**src/rtl/router_pkt_tx.sv**
```systemverilog
// Packet source for the 1x3 router: buffers payload bytes and sends header, payload, parity.
// Optional ROUTER_TX_ERR_INJ_EN adds inj_err_i, which inverts the transmitted parity byte.
module router_pkt_tx (
  input  logic       clk_i,
  input  logic       reset_i,
  input  logic       wr_en_i,
  input  logic [7:0] wr_data_i,
  output logic [6:0] buf_count_o,
  input  logic       start_i,
  input  logic [1:0] dest_i,
  input  logic [5:0] len_i,
  input  logic       busy_i,
`ifdef ROUTER_TX_ERR_INJ_EN
  input  logic       inj_err_i,
`endif
  output logic [7:0] data_out_o,
  output logic       packet_valid_o,
  output logic       tx_active_o,
  output logic       done_o,
  output logic       start_err_o
);

  typedef enum logic [1:0] {IDLE, HEADER, PAYLOAD, PARITY} state_e;

  state_e     state_q;
  logic [7:0] mem_q [64];
  logic [5:0] wptr_q, rptr_q, remain_q;
  logic [6:0] count_q;
  logic [7:0] data_q, parity_q;
  logic       pv_q, tx_q, done_q, serr_q;

  logic       wr_fire_d, start_ok_d, accept_d, flip_d;
  logic [7:0] hdr_d, next_byte_d, parity_d;

`ifdef ROUTER_TX_ERR_INJ_EN
  logic inj_q;
  assign flip_d = inj_q;
`else
  assign flip_d = 1'b0;
`endif

  assign wr_fire_d   = (state_q == IDLE) && wr_en_i && !count_q[6] && !reset_i;
  assign start_ok_d  = (dest_i != 2'd3) && (len_i != 6'd0) && ({1'b0, len_i} <= count_q);
  assign accept_d    = !busy_i;
  assign hdr_d       = {len_i, dest_i};
  assign next_byte_d = mem_q[rptr_q + 6'd1];
  // Running parity already holds the header and all earlier payload bytes.
  assign parity_d    = parity_q ^ data_q;

  always_ff @(posedge clk_i) begin
    if (wr_fire_d) mem_q[wptr_q] <= wr_data_i;
  end

  always_ff @(posedge clk_i) begin
    if (reset_i) begin
      state_q  <= IDLE;
      wptr_q   <= '0;
      rptr_q   <= '0;
      remain_q <= '0;
      count_q  <= '0;
      data_q   <= '0;
      parity_q <= '0;
      pv_q     <= 1'b0;
      tx_q     <= 1'b0;
      done_q   <= 1'b0;
      serr_q   <= 1'b0;
`ifdef ROUTER_TX_ERR_INJ_EN
      inj_q    <= 1'b0;
`endif
    end else begin
      done_q <= 1'b0;
      serr_q <= 1'b0;
      case (state_q)
        IDLE: begin
          if (wr_fire_d) begin
            wptr_q  <= wptr_q + 6'd1;
            count_q <= count_q + 7'd1;
          end
          if (start_i) begin
            if (start_ok_d) begin
              state_q  <= HEADER;
              data_q   <= hdr_d;
              parity_q <= hdr_d;
              remain_q <= len_i;
              pv_q     <= 1'b1;
              tx_q     <= 1'b1;
`ifdef ROUTER_TX_ERR_INJ_EN
              inj_q    <= inj_err_i;
`endif
            end else begin
              serr_q <= 1'b1;
            end
          end
        end
        HEADER: begin
          if (accept_d) begin
            state_q <= PAYLOAD;
            data_q  <= mem_q[rptr_q];
          end
        end
        PAYLOAD: begin
          if (accept_d) begin
            rptr_q   <= rptr_q + 6'd1;
            count_q  <= count_q - 7'd1;
            remain_q <= remain_q - 6'd1;
            parity_q <= parity_d;
            if (remain_q == 6'd1) begin
              state_q <= PARITY;
              pv_q    <= 1'b0;
              data_q  <= parity_d ^ {8{flip_d}};
            end else begin
              data_q <= next_byte_d;
            end
          end
        end
        PARITY: begin
          if (accept_d) begin
            state_q <= IDLE;
            tx_q    <= 1'b0;
            done_q  <= 1'b1;
            data_q  <= 8'h00;
          end
        end
        default: state_q <= IDLE;
      endcase
    end
  end

  assign buf_count_o    = count_q;
  assign data_out_o     = data_q;
  assign packet_valid_o = pv_q;
  assign tx_active_o    = tx_q;
  assign done_o         = done_q;
  assign start_err_o    = serr_q;

endmodule

```
**config.mk**
```make
export PLATFORM = sky130hd
export DESIGN_NAME = router_pkt_tx
export DESIGN_NICKNAME = d
export VERILOG_FILES = /design/src/rtl/router_pkt_tx.sv
export SDC_FILE = /design/constraint.sdc
export NUM_CORES = 1
export LEC_CHECK = 0
export CORE_ASPECT_RATIO = 0.8
export CORE_MARGIN = 2
export CORE_UTILIZATION = 55
export CTS_CLUSTER_DIAMETER = 30
export DETAILED_ROUTE_END_ITERATION = 10
export HOLD_SLACK_MARGIN = 0.02
export PLACE_DENSITY = 0.71
export SLEW_MARGIN = 20
export SYNTH_ARGS = -nofsm -noshare
export SYNTH_HDL_FRONTEND = slang
export SYNTH_SLANG_ARGS = --single-unit
```
**constraint.sdc**
```tcl
create_clock -name clk_i -period 3.4 [get_ports clk_i]
set_clock_uncertainty 0.05 [all_clocks]
set_input_delay 0.68 -clock clk_i [delete_from_list [all_inputs] [get_ports clk_i]]
set_output_delay 0.68 -clock clk_i [all_outputs]
set_load 0.1 [all_outputs]
```
==> flow_results.org, run 1 <==
** Clocking
- TritonCTS built the clock tree.
- Insertion delay of the later-clocked pin in the worst-skew pair :: 0.66 ns
- Clock-pin slew on the worst setup and hold paths :: 0.05 ns
- Clk sink count :: 565
- Maximum level of the CTS H-tree :: 3
- Number of buffers created by CTS :: 102
- In this run the post-CTS setup repair buffer count came out at 0.
- Number of gates resized after cts :: 0
- Maximum buffer depth of the clock tree :: 3
- Clock tree root driver cell :: sky130_fd_sc_hd__clkbuf_16
- CTS Hold Buffers Added :: 0

** Synthesis
- In the synthesized netlist the async set-or-reset flop fraction comes to 0%.
- Counting every net in the synthesized netlist gives 1724.
- Seq/Total Area, Yosys :: 60.4%
- Number of register bits inferred by synthesis :: 565
- Post-synth design cell area :: 27200 µm²
- Post-synthesis instance total :: 1683
- Dividing the synthesized area by the synthesized cell count gives 16.2 µm².
- Number of synthesis warnings :: 0
- Unique masters post-synth :: 58
- Number of flops mapped to enable cells by yosys :: 512
- Dominant register cell in the synthesized netlist :: sky130_fd_sc_hd__edfxtp_1

** Timing
- The number of endpoints with negative hold slack in the final report is 0.
- Worst-margin pin slew :: 0.958 ns
- Final WS setup :: 0.326 ns
- Final worst path period need :: 3.07 ns
- Setup violations remaining at the end of the flow were counted as 0.
- Setup repair after global routing left no endpoint under its margin.
- Highest clock frequency the design can meet :: 0.325 GHz
- For the final routed database, the setup TNS stands at 0 ns.
- Final hold analysis gives a worst-case slack of 0.454 ns.
- Headroom to the max-slew limit came out at 35.9%.
- The number of pins exceeding their max-slew limit in the final report is 0.
- The worst path uses 90.4% of the clock period.

** Critical path
- Startpoint type of the worst setup path :: flip-flop
- The slowest stage of the critical path is the sky130_fd_sc_hd__a21oi_1 cell.
- The worst setup path is captured at a flip-flop.
- Highest net fanout along the worst path :: 64
- Arrival time worst endpoint :: 3.56 ns
- Together, buffers and inverters on the worst path number 1.
- Traced cell by cell, the critical path runs through buf_12 -> mux2i_1 -> a22oi_1 -> a21oi_1 -> nor4_1 -> a221o_1 -> nand4b_1 -> a22o_1.
- Peak per-stage delay on the critical path :: 0.49 ns
- STA puts the critical path data required time at 3.88 ns.
- Gate family responsible for the most delay along the worst path :: compound AO/OA/AOI/OAI gates
- The worst setup path is of the reg -> reg kind.

** Run
- Max-cap violations in this run came to 0.

** Cells and area
- Final net count :: 1884
- The library cell used most frequently in the layout, excluding fill and tap cells, is sky130_fd_sc_hd__edfxtp_1.
- Leading cell types in the layout, fill and taps excluded :: 512 x sky130_fd_sc_hd__edfxtp_1, 208 x sky130_fd_sc_hd__mux4_2, 171 x sky130_fd_sc_hd__mux2i_1
- In the final layout, the share of cells above drive strength 1 is 29.5%.
- The finished cells cover 32400 µm².
- The area growth from synthesis to layout is 19.1%.
- Leaving out filler cells and counting taps, the final layout contains 2564.
- Once layout is complete, the utilization of the core stands at 66.7%.

** Detailed routing
- Aggregate routed wire length :: 79200 µm
- In the final routed layout, each cell accounts on average for 30.9 µm.
- Antenna Nets Post-Route :: 0
- Overall via count from detail_route :: 17.6k
- For this block, the initial DRC count from the detailed router was 2724.
- For this run, design rule violations remaining after detail routing come to 0.
- In the routed layout, each cell is associated on average with a via count of 6.86.
- Total iterations of the first detailed-routing run :: 5

** Floorplan
- The die covers 51300 µm².
- The die is 203 µm tall.
- The core region is 48600 µm².
- In this run the count of I/O pins placed on the die edge is 40.
- The initial utilization of the core area, before any placement, comes to 56.0%.
- The die is 253 µm wide.
- Number of rows created at floorplan :: 72

** Global routing
- Total congestion overflow after global routing :: 0
- Number of antenna violations at the first check in global routing :: 3
- For this run, the total global-route usage over all layers was measured as 31.3%.
- Largest net degree at the start of global routing :: 65
- Via count of the first global-routing pass :: 17.3k
- The first global-routing pass estimated 116000 µm of wire.

** Placement
- HPWL after detailed placement :: 52100 µm
- After detailed placement, the total cell area comes to 28900 µm².
- Routability-driven placement finished with a final weighted congestion of 0.972.
- Post-place setup slack :: 0.0584 ns
- Port bufs :: 39
- Post-Place Cells :: 2368

** Power
- Maximum vdd drop :: 0.000544 V
- Dividing total power by cell area gives a power density of 620 nW/µm².
- Summing internal, switching and leakage power gives 20.1 mW.
- Lkg Pwr :: 10.5 nW

** Outcome
- Outcome :: finished clean

** Worst hold path
- Hold Path Class :: in -> reg
## cells in the mapped netlist, drive strengths merged (4+ instances only)
cell	count	share of area (%)
a221o	6	0.22
a21oi	60	1.1
nor2b	14	0.32
a22oi	37	1.0
or2	5	0.11
buf	77	1.9
a221oi	6	0.24
o22ai	57	1.4
ha	19	0.87
o31ai	10	0.28
nor3	12	0.22
nor3b	5	0.16
nor2	131	1.8
nor4	8	0.18
a211oi	9	0.25
nand2b	16	0.37
dfxtp	53	3.9
nand3b	4	0.11
a31oi	12	0.28
o21ai	36	0.66
a22o	18	0.58
o221ai	4	0.13
xnor2	10	0.35
clkbuf	47	0.65
mux2i	171	6.3
o22a	4	0.13
xor2	16	0.51
nand4b	8	0.26
edfxtp	512	56
nand3	19	0.35
inv	28	0.39
nand2	29	0.40
mux4	208	17
## kinds of logic (layout without fill, tap and decap cells)
logic type | count (synthesis) | after routing | synth area share (%)
other | 0 | 3 | 0
AND/OR/NAND/NOR | 266 | 266 | 4.65
buffers and inverters | 152 | 401 | 2.95
flip-flops | 565 | 565 | 60.4
AO/OA/AOI/OAI | 275 | 275 | 6.73
multiplexers | 379 | 379 | 23.5
XOR/XNOR | 26 | 26 | 0.864
adder cells (fa/ha/maj) | 20 | 20 | 0.947
## cell type report
class,count,area [µm²]
multi-input combinational,966,10000
clock inverter,76,813
inverter,28,105
fill,3284,16200
tap,629,787
antenna,3,7.51
sequential,565,16400
timing repair buffer,180,1540
clock buffer,117,2690
## power by group
part	total [mW]	switching, mW	internal [mW]
Combinational	2.00	1.33	0.675
Sequential	7.87	0.159	7.71
Clock	10.3	3.62	6.64
Total	20.1	5.10	15.0
## per-layer routing
layer  vias up  wire, µm  track usage (%)
met2      1215     34800             45.5
met5         -         0                0
met1      8946     31600             46.5
met4         0      2440             9.76
met3       172     10400             8.55
li1       7253         -                -
## registers in the layout, indices dropped and copies added (netlist names), named ones only
register and count:
mem_q 512, data_out_o 8, parity_q 8, buf_count_o 7
remain_q 6, rptr_q 6, wptr_q 6, state_q 2
done_o 1, packet_valid_o 1, start_err_o 1, tx_active_o 1
## worst register-to-register path, delay by kind of cell (launching register included)
family | cells | cell delay, ns
and+or+nand+nor | 2 | 0.37
AOI/OAI and AO/OA | 4 | 1.26
DFF | 1 | 0.47
buffers and inverters | 1 | 0.44
muxes | 1 | 0.39
## path summary, 6_finish.rpt
kind | startpoint | to | slack (ns) | cells after the start
min | reset_i | start_err_o | 0.45 | 4
max reg2reg | flip-flop | data_out_o[5] | 0.33 | 8
min reg2reg | remain_q[1] | remain_q[1] | 0.45 | 2
max | flip-flop | data_out_o[5] | 0.33 | 8
Note: power is estimated with default switching activity, not from simulation.
==> run 2: changes to the inputs <==
Settings changed: CAP_MARGIN set to 20.
Clock period 3.4 ns to 3.1 ns, I/O delays scaled along.
==> run 2 against run 1 <==
  * Final area increased by 0.49%
  * Hold slack got worse by 0.26 ns
  * Fmax rose by 1.8%
  * Die area unchanged
  * Via count is 0.45% higher
  * Routed wire length is 1.2% higher
  * Combinational power increased by 11%
  * Setup slack got worse by 0.24 ns
  * Sequential share of layout area decreased by 0.25 points
  * Power increased by 8.0%
  * Final cell count grew 0.51%
==> flow_results.org, run 2 (synthesis results as in run 1) <==
** Cells and area
- Register with the highest flop count :: mem_q (unchanged)
- Leading cell types in the layout, fill and taps excluded :: 512 x sky130_fd_sc_hd__edfxtp_1, 208 x sky130_fd_sc_hd__mux4_2, 171 x sky130_fd_sc_hd__mux2i_1 (unchanged)
- The number of flip-flops in the largest register came to 512 (unchanged).
- Most common cell after layout, fill and taps aside :: sky130_fd_sc_hd__edfxtp_1 (unchanged)
- Share of layout cells above drive strength 1 :: 30.2% (was 29.5%)
- Number of antenna diodes :: 0 (was 3)
- Relative area change from synthesis to final layout :: 19.7% (was 19.1%)
- The number of nets in the layout came to 1903 (was 1884).

** Clocking
- Clock tree root driver cell :: sky130_fd_sc_hd__clkbuf_16 (unchanged)
- The number of levels in the clock H-tree was 3 (unchanged).
- Insertion delay of the later-clocked pin in the worst-skew pair :: 0.66 ns (about the same)
- CTS Hold Buffers Added :: 0 (unchanged)
- The CTS tree was done (unchanged).
- Maximum buffer depth of the clock tree :: 3 (unchanged)
- Clk sink count :: 565 (unchanged)
- Number of gates resized after cts :: 0 (unchanged)
- The setup fix buffers added after clock tree synthesis is 0 (unchanged).
- Number of buffers created by CTS :: 101 (was 102)
- The clock-pin slew reported for the worst setup and hold paths after clock tree synthesis came to 0.05 ns (about the same).

** Critical path
- Highest net fanout along the worst path :: 16 (was 64)
- Cell type with the highest occurrence count on the critical path :: sky130_fd_sc_hd__a22o_1
- CP max stage cell :: sky130_fd_sc_hd__dfxtp_1 (was sky130_fd_sc_hd__a21oi_1)
- Peak per-stage delay on the critical path :: 0.63 ns (was 0.49 ns)
- The depth of the worst register-to-register path came to 8 (unchanged).
- Startpoint type of the worst setup path :: flip-flop (unchanged)
- Critical path capture point type :: flip-flop (unchanged)
- Critical path destination :: data_out_o[0] (was data_out_o[5])
- The worst setup path category is reg -> reg (unchanged).
- Crit path required time :: 3.59 ns (was 3.88 ns)
- The setup slack of the worst register-to-register path came to 0.08 ns (was 0.33 ns).
- Series of cell instances along the critical path: nor2b_2 -> buf_12 -> a22o_1 -> a221oi_1 -> o22ai_1 -> o41ai_1 -> nand4b_1 -> a22o_1 (was buf_12 -> mux2i_1 -> a22oi_1 -> a21oi_1 -> nor4_1 -> a221o_1 -> nand4b_1 -> a22o_1).
- FF-to-FF End :: data_out_o[0] (was data_out_o[5])
- Arrival time worst endpoint :: 3.51 ns (was 3.56 ns)

** Timing
- The number of pins exceeding their max-slew limit in the final report was 0 (unchanged).
- Final worst path period need :: 3.02 ns (was 3.07 ns)
- Final WS setup :: 0.0822 ns (was 0.326 ns)
- The setup TNS after final layout came to 0 ns (unchanged).
- Finish-stage setup viols :: 0 (unchanged)
- The post-route clock period utilization was 97.3% (was 90.4%).
- The max-slew headroom at the worst pin was 40.4% (was 35.9%).
- The transition time of the tightest slew-check pin is 0.891 ns (was 0.958 ns).
- The number of endpoints with negative hold slack in the final report was 0 (unchanged).
- The upper clock frequency limit came to 0.331 GHz (was 0.325 GHz).
- Setup repair after global routing missed its margin :: false (unchanged)

** Detailed routing
- The first-pass detailed-route iteration total came to 6 (was 5).
- Residual DRC count :: 0 (unchanged)
- The total number of vias was 17.7k (was 17.6k).
- Aggregate routed wire length :: 80200 µm (was 79200 µm)
- The via density per instance is 6.85 (was 6.86).
- The number of DRC markers in iteration 0 came to 2685 (was 2724).
- Average wire per cell in the routed design :: 31.1 µm (was 30.9 µm)
- Antenna Nets Post-Route :: 0 (unchanged)

** Global routing
- Wire length of the first global-routing pass :: 118000 µm (was 116000 µm)
- Total congestion overflow after global routing :: 0 (unchanged)
- Via count of the first global-routing pass :: 17.6k (was 17.3k)
- Largest net degree at the start of global routing :: 65 (unchanged)
- The global routing usage summed across all routing layers is 32.0% (was 31.3%).
- The number of antenna violations at the first check in global routing came to 1 (was 3).

** Power
- Power spent charging and discharging nets :: 5.55 mW (was 5.10 mW)
- The switching fraction of total power came to 25.5% (was 25.4%).
- Combinational Power Share :: 10.2% (was 9.9%)
- Sum of internal, switching and leakage power :: 21.7 mW (was 20.1 mW)
- The cell leakage power was 10.6 nW (was 10.5 nW).
- The share of total power in the clock network is 50.1% (was 51.0%).
- The portion of total power attributed to sequential cells is 39.7% (was 39.1%).
- Power density of the placed cells :: 667 nW/µm² (was 620 nW/µm²)
- Cell-internal power :: 16.2 mW (was 15.0 mW)
- The worst voltage drop across the vdd grid was 0.000543 V (was 0.000544 V).

** Floorplan
- The number of I/O pins is 40 (unchanged).
- Number of rows created at floorplan :: 72 (unchanged)
- The full die area is 51300 µm² (unchanged).
- The starting density of the core came to 56.0% (unchanged).
- The total core area was 48600 µm² (unchanged).
- The die span in y was 203 µm (unchanged).
- Die boundary width :: 253 µm (unchanged)

** Placement
- The minimum setup slack after placement came to 0.0822 ns (was 0.0584 ns).
- Port bufs :: 39 (unchanged)
- Final Wtd Congestion :: 0.967 (was 0.972)
- HPWL after detailed placement :: 52900 µm (was 52100 µm)

** Outcome
- Outcome :: finished clean (unchanged)

** Worst hold path
- The class of the worst hold path is in -> reg (unchanged).

** Run
- The number of maximum-capacitance violations is 0 (unchanged).
==> run 2: area by class of cell <==
cell class	count	area [µm²]
Clock buffer	108	2560
Clock inverter	81	856
Fill cell	3224	16100
Tap cell	629	787
Timing Repair Buffer	200	1800
Multi-Input combinational cell	966	10000
Sequential cell	565	16400
Inverter	28	105
==> run 2: power groups by stage <==
stage | Combinational (mW) | Clock [mW] | Sequential, mW
after global routing | 2.33 | 11.4 | 8.64
after global placement | 2.13 | 0 | 8.77
after floorplan | 1.03 | 0 | 9.11
final | 2.22 | 10.9 | 8.64
after CTS | 2.18 | 11.0 | 8.63
after detailed placement | 2.16 | 0 | 8.77
==> run 2: through the flow <==
stage	utilization, %	std cells	area [µm²]	hold WS (ns)
finish	67.0	2577	32600	0.189
floorplan	-	1683	27200	0.400
global route	67.0	2577	32600	0.168
CTS	67.0	2577	32600	0.172
global placement	60.0	2388	29200	0.431
detailed placement	60.0	2388	29200	0.446
==> run 2: worst min path at each step <==
stage	cells after the start	to	from	slack, ns
floorplan	2	remain_q[4]	remain_q[4]	0.40
global placement	2	remain_q[1]	remain_q[1]	0.43
detailed placement	2	packet_valid_o	packet_valid_o	0.45
CTS	1	mem_q[25][2]	wr_data_i[2]	0.17
global route	1	mem_q[25][2]	wr_data_i[2]	0.17
finish	1	mem_q[25][2]	wr_data_i[2]	0.19
==> run 2: worst max-delay path, delay by kind of cell, from the launching register on <==
kind                   cells  cell delay, ns
buffers and inverters      1            0.22
DFF                        1            0.63
and+or+nand+nor            2            0.66
AOI/OAI and AO/OA          5            1.33
==> run 2: routing by layer <==
metal / vias to the layer above / share of wire, % / GRT usage, %
li1: 7288 / - / -
met5: - / 0.016 / 0
met4: 2 / 3.3 / 11.0
met2: 1136 / 45 / 47.3
met3: 181 / 12 / 8.21
met1: 9058 / 40 / 46.8
==> run 3: changes to the inputs <==
Settings changed: CAP_MARGIN 20 to not set, CORE_MARGIN 2 to not set, GPL_ROUTABILITY_DRIVEN set to 0.
==> run 3 against run 2 <==
  * Clock-buffer cell count rose by 10
  * Global-route usage decreased by 0.11 points
  * Non-clock buffer count grew 8
  * Sequential power about the same
  * Fmax rose by 1.5%
  * Final area up 0.25%
  * Critical endpoint is now data_out_o[7]
==> flow_results.org, run 3 (synthesis results as in run 1) <==
** Outcome
- Outcome: finished clean (unchanged).

** Cells and area
- The share of layout cells above drive strength 1 came to 30.6% (was 30.2%).
- Relative area change from synthesis to final layout :: 20.0% (was 19.7%)
- The register name with the most flops is mem_q (unchanged).
- The fill cell instance count of the final layout is 3198 (was 3224).
- The most frequent standard cell in the layout excluding fill and tap cells was sky130_fd_sc_hd__edfxtp_1 (unchanged).
- Final net count :: 1913 (was 1903)
- The area of the multi-input gates is 10000 µm² (unchanged).
- Leading cell types in the layout, fill and taps excluded :: 512 x sky130_fd_sc_hd__edfxtp_1, 208 x sky130_fd_sc_hd__mux4_2, 172 x sky130_fd_sc_hd__buf_4 (was 512 x sky130_fd_sc_hd__edfxtp_1, 208 x sky130_fd_sc_hd__mux4_2, 171 x sky130_fd_sc_hd__mux2i_1)
- Storage element area :: 16400 µm² (unchanged)
- The number of flip-flops in the largest register is 512 (unchanged).
- The post-layout instance count excluding filler cells is 2591 (was 2577).
- Utilization after layout :: 67.3% (was 67.0%)

** Clocking
- The number of hold buffers added after cts came to 0 (unchanged).
- The latest clock arrival within the worst-skew pair was 0.64 ns (was 0.66 ns).
- Clk sink count :: 565 (unchanged)
- The setup fix buffers added after clock tree synthesis came to 0 (unchanged).
- The CTS tree was done (unchanged).
- Clock-pin slew on the worst setup and hold paths :: 0.05 ns (about the same)
- Number of gates resized after cts :: 0 (unchanged)
- The clock tree buffer depth is 3 (unchanged).
- Maximum level of the CTS H-tree :: 3 (unchanged)
- The root buffer cell is sky130_fd_sc_hd__clkbuf_16 (unchanged).
- The CTS buffer count came to 103 (was 101).

** Global routing
- The global routing usage summed across all routing layers came to 31.9% (was 32.0%).
- Total congestion overflow after global routing :: 0 (unchanged)
- The pin count of the biggest net entering global routing was 65 (unchanged).
- The number of global-route vias before repair is 17.6k (about the same).
- Wire length of the first global-routing pass :: 116000 µm (was 118000 µm)
- Number of antenna violations at the first check in global routing :: 11 (was 1)

** Detailed routing
- Violation count after the first detailed-route iteration :: 2427 (was 2685)
- The via density per instance is 6.84 (was 6.85).
- The wire length after detailed routing came to 78400 µm (was 80200 µm).
- Antenna Nets Post-Route :: 0 (unchanged)
- Residual DRC count :: 0 (unchanged)
- The first-pass detailed-route iteration total is 6 (unchanged).
- Overall via count from detail_route :: 17.7k (about the same)
- Average wire per cell in the routed design :: 30.3 µm (was 31.1 µm)

** Timing
- Worst-margin pin slew :: 0.806 ns (was 0.891 ns)
- Hold Worst Slack :: 0.384 ns (was 0.189 ns)
- Total Neg Setup Slack :: 0 ns (unchanged)
- The max-slew headroom at the worst pin was 46.1% (was 40.4%).
- The total of endpoints with negative setup slack in the final report came to 0 (unchanged).
- Highest clock frequency the design can meet :: 0.336 GHz (was 0.331 GHz)
- Final worst path period need :: 2.97 ns (was 3.02 ns)
- Max Transition Viols Final :: 0 (unchanged)
- The number of endpoints with negative hold slack in the final report was 0 (unchanged).
- The post-route clock period utilization came to 96.0% (was 97.3%).
- Setup repair after global routing missed its margin: false (unchanged).

** Critical path
- The data required time at the worst endpoint is 3.64 ns (was 3.59 ns).
- Startpoint type of the worst setup path :: flip-flop (unchanged)
- The largest fanout on the critical path came to 27 (was 16).
- The worst setup path category is reg -> reg (unchanged).
- Critical path capture point type :: flip-flop (unchanged)
- Arrival time worst endpoint :: 3.51 ns (about the same)

** Power
- The cell leakage power is 10.6 nW (about the same).
- The portion of total power attributed to sequential cells is 39.1% (was 39.7%).
- The cell internal power dissipation was 16.5 mW (was 16.2 mW).
- Power spent charging and discharging nets :: 5.65 mW (was 5.55 mW)
- Sw frac :: 25.5% (about the same)
- Power density of the placed cells :: 677 nW/µm² (was 667 nW/µm²)
- Combinational Power Share :: 10.0% (was 10.2%)
- The share of total power in the clock network was 51.0% (was 50.1%).
- The worst voltage drop across the vdd grid was 0.000458 V (was 0.000543 V).

** Floorplan
- Ports placed on the boundary :: 40 (unchanged)
- The die span in y came to 201 µm (was 203 µm).
- Number of rows created at floorplan :: 72 (unchanged)
- The horizontal die dimension was 251 µm (was 253 µm).
- The total core area is 48600 µm² (about the same).
- The full die area is 50400 µm² (was 51300 µm²).
- The starting density of the core is 56.1% (was 56.0%).

** Worst hold path
- Hold Path Class :: in -> reg (unchanged)

** Placement
- The number of input and output port buffers inserted was 39 (unchanged).
- The half-perimeter wire length after detailed placement came to 52200 µm (was 52900 µm).
- Post-Place Cells :: 2396 (was 2388)

** Run
- Count of maximum capacitance violations :: 0 (unchanged)
-- run 3: cell types whose count changed in the layout (fill, tap and decap cells not counted), sizes merged --
| cell | change |
|---|---|
| inv | +11 |
| clkbuf | +10 |
| clkinv | -18 |
| buf | +8 |
| bufinv | +1 |
| diode | +2 |
-- run 3: worst paths after layout --
kind	from	endpoint	slack [ns]	cells past startpoint
max	flip-flop	data_out_o[7]	0.13	9
min	wr_data_i[7]	mem_q[60][7]	0.38	1
max reg2reg	flip-flop	data_out_o[7]	0.13	9
min reg2reg	remain_q[4]	remain_q[4]	0.44	2
-- run 3: stage by stage --
stage               total power [mW]  instance area (µm²)  setup slack (ns)
finish                          22.1                32700             0.125
global route                    22.6                32700            0.0550
CTS                             22.1                32700             0.278
detailed placement              10.9                29200            0.0574
global placement                10.9                29200             0.125
floorplan                       10.1                27200            0.0391
-- run 3: layout make-up --
class / instances / share of cell area, %
tap: 629 / 2.41
inverter: 28 / 0.322
timing repair buffer: 208 / 5.45
clock buffer: 118 / 8.15
sequential: 565 / 50.3
multi-input combinational: 966 / 30.7
clock inverter: 75 / 2.60
antenna: 2 / 0.0153
-- run 3: worst max-delay path, stage by stage, from the launching register on --
cell,delay (ns)
sky130_fd_sc_hd__dfxtp_4,0.40
sky130_fd_sc_hd__buf_12,0.23
sky130_fd_sc_hd__buf_4,0.26
sky130_fd_sc_hd__mux2i_1,0.09
sky130_fd_sc_hd__a22o_1,0.25
sky130_fd_sc_hd__a221oi_2,0.22
sky130_fd_sc_hd__o22ai_1,0.30
sky130_fd_sc_hd__o41ai_1,0.62
sky130_fd_sc_hd__nand4b_1,0.30
sky130_fd_sc_hd__a22o_1,0.16
-- run 3: power groups by stage --
stage	Clock, mW	Sequential, mW	Combinational [mW]
after floorplan	0	9.11	1.03
after global placement	0	8.76	2.12
after detailed placement	0	8.77	2.15
after CTS	11.3	8.62	2.17
after global routing	11.7	8.64	2.30
final	11.3	8.64	2.21
-- run 3: routing by layer --
metal / vias up / track usage, % / routed length [µm]
met2: 1206 / 46.6 / 35100
met4: 12 / 12.2 / 2990
met5: - / 0 / 76
met1: 8962 / 45.0 / 30000
li1: 7332 / - / -
met3: 221 / 10.2 / 10300
